$ cat src/rtl/lsu_mem_master.sv
// Load/store unit memory master: one request at a time, sub-word stores done
// as read-modify-write on a single-port word memory.
module lsu_mem_master (
    input  logic        clk,
    input  logic        rst,
    input  logic        req_valid,
    output logic        req_ready,
    input  logic        req_we,
    input  logic [31:0] req_addr,
    input  logic [31:0] req_wdata,
    input  logic [1:0]  req_size,
    input  logic        req_unsigned,
    output logic [31:0] mem_addr,
    output logic [31:0] mem_wdata,
    output logic        mem_we,
    output logic        mem_re,
    input  logic [31:0] mem_rdata,
    output logic        rsp_valid,
    input  logic        rsp_ready,
    output logic [31:0] rsp_rdata,
    output logic        rsp_err
);

    typedef enum logic [1:0] {IDLE, RD, WR, RESP} state_t;

    state_t      state_q, state_d;
    logic [1:0]  off_q, off_d;
    logic [31:0] wdata_q, wdata_d;
    logic [1:0]  size_q, size_d;
    logic        uns_q, uns_d;
    logic        we_q, we_d;
    logic        req_ready_q, req_ready_d;
    logic        mem_re_q, mem_re_d;
    logic        mem_we_q, mem_we_d;
    logic [31:0] mem_addr_q, mem_addr_d;
    logic [31:0] mem_wdata_q, mem_wdata_d;
    logic        rsp_valid_q, rsp_valid_d;
    logic [31:0] rsp_rdata_q, rsp_rdata_d;
    logic        rsp_err_q, rsp_err_d;

    function automatic logic is_err(input logic [1:0] size, input logic [1:0] off);
        case (size)
            2'b00:   return 1'b0;
            2'b01:   return off[0];
            2'b10:   return off != 2'b00;
            default: return 1'b1;
        endcase
    endfunction

    function automatic logic [31:0] load_ext(input logic [31:0] word, input logic [1:0] off,
                                             input logic [1:0] size, input logic uns);
        logic [31:0] sh;
        sh = word >> {off, 3'b000};
        case (size)
            2'b00:   return {{24{~uns & sh[7]}}, sh[7:0]};
            2'b01:   return {{16{~uns & sh[15]}}, sh[15:0]};
            default: return word;
        endcase
    endfunction

    function automatic logic [31:0] merge_lane(input logic [31:0] word, input logic [31:0] wdata,
                                               input logic [1:0] off, input logic [1:0] size);
        logic [31:0] mask;
        mask = (size == 2'b00) ? 32'h0000_00FF : 32'h0000_FFFF;
        mask = mask << {off, 3'b000};
        return (word & ~mask) | ((wdata << {off, 3'b000}) & mask);
    endfunction

    always_comb begin
        state_d     = state_q;
        off_d       = off_q;
        wdata_d     = wdata_q;
        size_d      = size_q;
        uns_d       = uns_q;
        we_d        = we_q;
        mem_addr_d  = mem_addr_q;
        mem_wdata_d = mem_wdata_q;
        rsp_rdata_d = rsp_rdata_q;
        rsp_err_d   = rsp_err_q;

        case (state_q)
            IDLE: begin
                if (req_valid && req_ready_q) begin
                    off_d       = req_addr[1:0];
                    wdata_d     = req_wdata;
                    size_d      = req_size;
                    uns_d       = req_unsigned;
                    we_d        = req_we;
                    mem_addr_d  = {req_addr[31:2], 2'b00};
                    mem_wdata_d = req_wdata;
                    rsp_rdata_d = 32'h0;
                    rsp_err_d   = 1'b0;
                    if (is_err(req_size, req_addr[1:0])) begin
                        state_d   = RESP;
                        rsp_err_d = 1'b1;
                    end else if (!req_we || req_size != 2'b10) begin
                        state_d = RD;
                    end else begin
                        state_d = WR;
                    end
                end
            end
            // mem_rdata is consumed directly at the end of RD: into the merged
            // store word for read-modify-write, or into the extended load result.
            RD: begin
                if (we_q) begin
                    state_d     = WR;
                    mem_wdata_d = merge_lane(mem_rdata, wdata_q, off_q, size_q);
                end else begin
                    state_d     = RESP;
                    rsp_rdata_d = load_ext(mem_rdata, off_q, size_q, uns_q);
                end
            end
            WR:      state_d = RESP;
            default: begin
                if (rsp_ready) state_d = IDLE;
            end
        endcase

        // Outputs are registered from the next state so they line up with it.
        req_ready_d = (state_d == IDLE);
        mem_re_d    = (state_d == RD);
        mem_we_d    = (state_d == WR);
        rsp_valid_d = (state_d == RESP);
    end

    always_ff @(posedge clk) begin
        if (!rst) begin
            state_q     <= IDLE;
            off_q       <= 2'b00;
            wdata_q     <= 32'h0;
            size_q      <= 2'b00;
            uns_q       <= 1'b0;
            we_q        <= 1'b0;
            req_ready_q <= 1'b0;
            mem_re_q    <= 1'b0;
            mem_we_q    <= 1'b0;
            mem_addr_q  <= 32'h0;
            mem_wdata_q <= 32'h0;
            rsp_valid_q <= 1'b0;
            rsp_rdata_q <= 32'h0;
            rsp_err_q   <= 1'b0;
        end else begin
            state_q     <= state_d;
            off_q       <= off_d;
            wdata_q     <= wdata_d;
            size_q      <= size_d;
            uns_q       <= uns_d;
            we_q        <= we_d;
            req_ready_q <= req_ready_d;
            mem_re_q    <= mem_re_d;
            mem_we_q    <= mem_we_d;
            mem_addr_q  <= mem_addr_d;
            mem_wdata_q <= mem_wdata_d;
            rsp_valid_q <= rsp_valid_d;
            rsp_rdata_q <= rsp_rdata_d;
            rsp_err_q   <= rsp_err_d;
        end
    end

    // Gating with rst keeps the memory from writing at the reset edge itself.
    assign mem_re    = mem_re_q & rst;
    assign mem_we    = mem_we_q & rst;
    assign req_ready = req_ready_q;
    assign mem_addr  = mem_addr_q;
    assign mem_wdata = mem_wdata_q;
    assign rsp_valid = rsp_valid_q;
    assign rsp_rdata = rsp_rdata_q;
    assign rsp_err   = rsp_err_q;

endmodule

$ cat config.mk
export PLATFORM = sky130hd
export DESIGN_NAME = lsu_mem_master
export DESIGN_NICKNAME = d
export VERILOG_FILES = /design/src/rtl/lsu_mem_master.sv
export SDC_FILE = /design/constraint.sdc
export NUM_CORES = 1
export LEC_CHECK = 0
export CORE_AREA = 3 3 148 114
export DETAILED_ROUTE_END_ITERATION = 16
export DIE_AREA = 0 0 151 117
export PLACE_DENSITY = 0.78
export REMOVE_ABC_BUFFERS = 1
export SYNTH_ARGS = -nofsm -noshare
export SYNTH_HDL_FRONTEND = slang
export SYNTH_SLANG_ARGS = --single-unit
$ cat constraint.sdc
create_clock -name clk -period 2.4 [get_ports clk]
set_input_delay 0.48 -clock clk [delete_from_list [all_inputs] [get_ports clk]]
set_output_delay 0.48 -clock clk [all_outputs]
set_load 0.01 [all_outputs]
==> metrics.yaml <==
outcome:
  outcome: "completed"
worst_setup_path:
  critPathSlowestCell: "sky130_fd_sc_hd__clkdlybuf4s50_1"
  timing.critical_path.cells: "clkdlybuf4s50_1 > and2_1 > clkdlybuf4s50_1"
  cp_data_arrival_time_ps: 1690
  critical_path.max_stage_delay_ps: 530
  worst_ep_required_time_ps: 1920
  path_max_fanout: 4
  kind_of_end_point_of_the_critical_path: "primary output"
  worst-path-buf-inv: 2
  cell_class_contributing_the_biggest_share_of_worst_path_delay: "buffers and inverters"
  cpMostUsedCell: "sky130_fd_sc_hd__clkdlybuf4s50_1"
  timing.setup.critical_path_class: "in -> out"
  worstSetupStartpointType: "input pin"
finish:
  mostFrequentLayoutCells: "sky130_fd_sc_hd__clkdlybuf4s50_1 (202), sky130_fd_sc_hd__nand2_1 (159), sky130_fd_sc_hd__dfxtp_1 (126), sky130_fd_sc_hd__a21oi_1 (90)"
  antennaDiodeCount: 0
  drive_gt1_frac: 0.0991
  final_core_util: 0.595
  fill_cells: 1365
  mostFrequentLayoutCell: "sky130_fd_sc_hd__clkdlybuf4s50_1"
  final-seq-area_sq_um: 2540
  syn2layout_area_growth_pct: 47.8
  fin_nets: 1054
  multi_input_gate_area_sq_um: 3270
routing:
  dr.pass1.iters: 7
  detailroute.via_count: 6542
  routed_via_density: 5.62
  drt_iter0_markers: 574
  drcViolationCount: 0
  antenna_violating_nets_post_route: 0
  routed_wire_length_microns: 21500
  avgRoutedWirePerCell_microns: 18.5
min_path:
  worst_hold_path_type: "reg -> reg"
clock_tree:
  cts_setup_buffers: 0
  clock_tree.buffer_depth: 2
  clk_latency_ps: 420
  ctsResizeCount: 0
  htreeDepth: 4
  cts_hold_buf: 0
  clk_pin_slew_worst_paths_ps: 60
  clockRootBuffer: "sky130_fd_sc_hd__clkbuf_16"
  clock_sink_count: 127
  tritoncts.num_buffers: 17
  tritoncts: "done"
power:
  power.internal_mw: 5.60
  p_total_mw: 8.42
  leakagePower_nw: 3.11
  power.net_switching_mw: 2.82
  power_per_cell_area_nw_per_um2: 924
  p_sw_frac: 0.335
  power_frac_clock: 0.321
  comb_power_share: 0.359
  power.share.sequential: 0.320
  vdd_ir_drop_max_uv: 611
grt:
  global_route.overflow_total: 0
  number_of_antenna_violations_at_the_first_check_in_global_routing: 1
  first_global_vias: 6229
  grt_usage: 0.241
  grt_start_max_net_pins: 75
  grt_pass1_wl_microns: 33200
logic_synthesis:
  combinational_family_with_the_most_area_after_synthesis: "compound AO/OA/AOI/OAI gates"
  yosys.area_share.adder: 0.00812
  syn_area_sq_um: 6170
  synth.lib_cells_used.distinct: 57
  synthFlopType: "sky130_fd_sc_hd__dfxtp_1"
  synth-edff-count: 0
  post_synth_mux_area_share: 0.0528
  async_flop_share: 0
  syn-instance-count: 757
  synth-simple-area-share: 0.167
  synth_xor_xnor_area_share: 0
  synthTopCellsByArea: "sky130_fd_sc_hd__dfxtp_1 (41%), sky130_fd_sc_hd__nand2_1 (9.7%), sky130_fd_sc_hd__a21oi_1 (7.3%)"
  synth_seq_cells: 127
  synth_compound_area_frac: 0.298
  post_synth.cell_area_avg_sq_um: 8.15
  yosysTopAreaCell: "sky130_fd_sc_hd__dfxtp_1"
  seq_area_frac_synth: 0.412
  yosysWarnings: 0
  synth.top_cell.area_share: 0.412
timing:
  setup_repair_after_global_routing_missed_its_margin: "false"
  post_route_clock_skew_ps: 7.90
  timing.final.crit_period_ps: 2170
  slew_headroom: 0.519
  timing_hold_violations_final: 0
  slew_viol_final: 0
  fmax_mhz: 461
  fin_worst_hold_slack_ps: 452
  timing.final.crit_share: 0.903
  setup_viol: 0
  worst_pin_slew_ps: 719
floorplan:
  num_rows: 39
  fp.dieArea_sq_um: 17700
  dieHeight_microns: 117
  core_area_sq_um: 15300
  floorplan.initialDensity: 0.402
  die_w_microns: 151
  floorplan.io_pins: 205
flow_run:
  max_cap_violations: 0
place:
  hpwlAfterDp_microns: 15200
  place_congestion: 0.889
  buffer_ports.inserted: 202
## logic make-up (layout without fill, tap and decap cells)
family / after synthesis / after routing
compound gates: 276 / 276
other cells: 1 / 2
buf+inv: 88 / 289
flops: 127 / 127
mux: 31 / 31
simple gates: 230 / 230
fa+ha+maj: 4 / 4
## final timing paths
kind | from | to | slack [ps] | depth (start not counted)
hold / removal | mem_addr[28] | mem_addr[28] | 450 | 2
hold reg to reg | mem_addr[28] | mem_addr[28] | 450 | 2
setup reg to reg | state_q[1] | mem_wdata[23] | 360 | 7
setup / recovery | rst | mem_we | 230 | 3
## worst reg2reg max path, stage by stage, from the launching register on
cell	delay (ps)
sky130_fd_sc_hd__dfxtp_1	350
sky130_fd_sc_hd__inv_1	100
sky130_fd_sc_hd__ha_2	220
sky130_fd_sc_hd__nor2b_1	300
sky130_fd_sc_hd__a21o_1	580
sky130_fd_sc_hd__buf_4	250
sky130_fd_sc_hd__nand2_1	50
sky130_fd_sc_hd__a21oi_1	130
## flip-flops by register name, indices dropped and copies added (netlist names)
| name | count |
|---|---|
| uns_q | 1 |
| req_ready | 1 |
| size_q | 2 |
| wdata_q | 20 |
| mem_wdata | 32 |
| we_q | 1 |
| off_q | 2 |
| mem_addr | 30 |
| mem_we_q | 1 |
| rsp_err | 1 |
| rsp_valid | 1 |
| mem_re_q | 1 |
| rsp_rdata | 32 |
| state_q | 2 |
## per-layer routing
metal	wire length, microns	global-route usage	share of wire	vias up
li1	-	-	-	3089
met1	9410	0.329	0.44	3096
met2	9080	0.351	0.42	318
met3	2500	0.0878	0.12	37
met4	503	0.0839	0.023	2
met5	13	0	0.00060	-
## synth_stat cells (all sizes together) (5+ instances only)
cell type  count
nor2          15
a22oi         22
clkbuf        44
o221ai        20
mux2i         28
o22ai          7
a311o          8
o311ai         5
buf           26
o211ai        21
o21ai         50
a21oi         91
dfxtp        127
nand2        159
nand2b        23
or3b           6
inv           18
a31oi         19
a2bb2oi        8
## area by class of cell
class                      instances  area share
clock buffer                      23      0.0536
clock inverter                     9      0.0144
inverter                          18     0.00755
multi-input combinational        543       0.359
sequential                       127       0.279
tap                              205      0.0282
timing repair buffer             239       0.258
## power by group through the flow
stage                     clock [mW]  combinational [mW]  sequential (mW)
after floorplan                    0                1.37             2.84
after global placement             0                2.95             2.72
after detailed placement           0                2.99             2.73
after CTS                       2.74                3.01             2.69
after global routing            2.86                3.28             2.73
final                           2.71                3.02             2.69
## per-stage QoR
stage / std cells / setup WS, ps / instance area [sq um] / TNS (ps)
global placement: 1132 / 135 / 8490 / 0
finish: 1164 / 232 / 9110 / 0
global route: 1164 / 144 / 9110 / 0
detailed placement: 1132 / 101 / 8490 / 0
floorplan: 688 / -1030 / 5870 / -53750
CTS: 1164 / 210 / 9110 / 0
No activity file was read; power rests on OpenSTA's default activity.
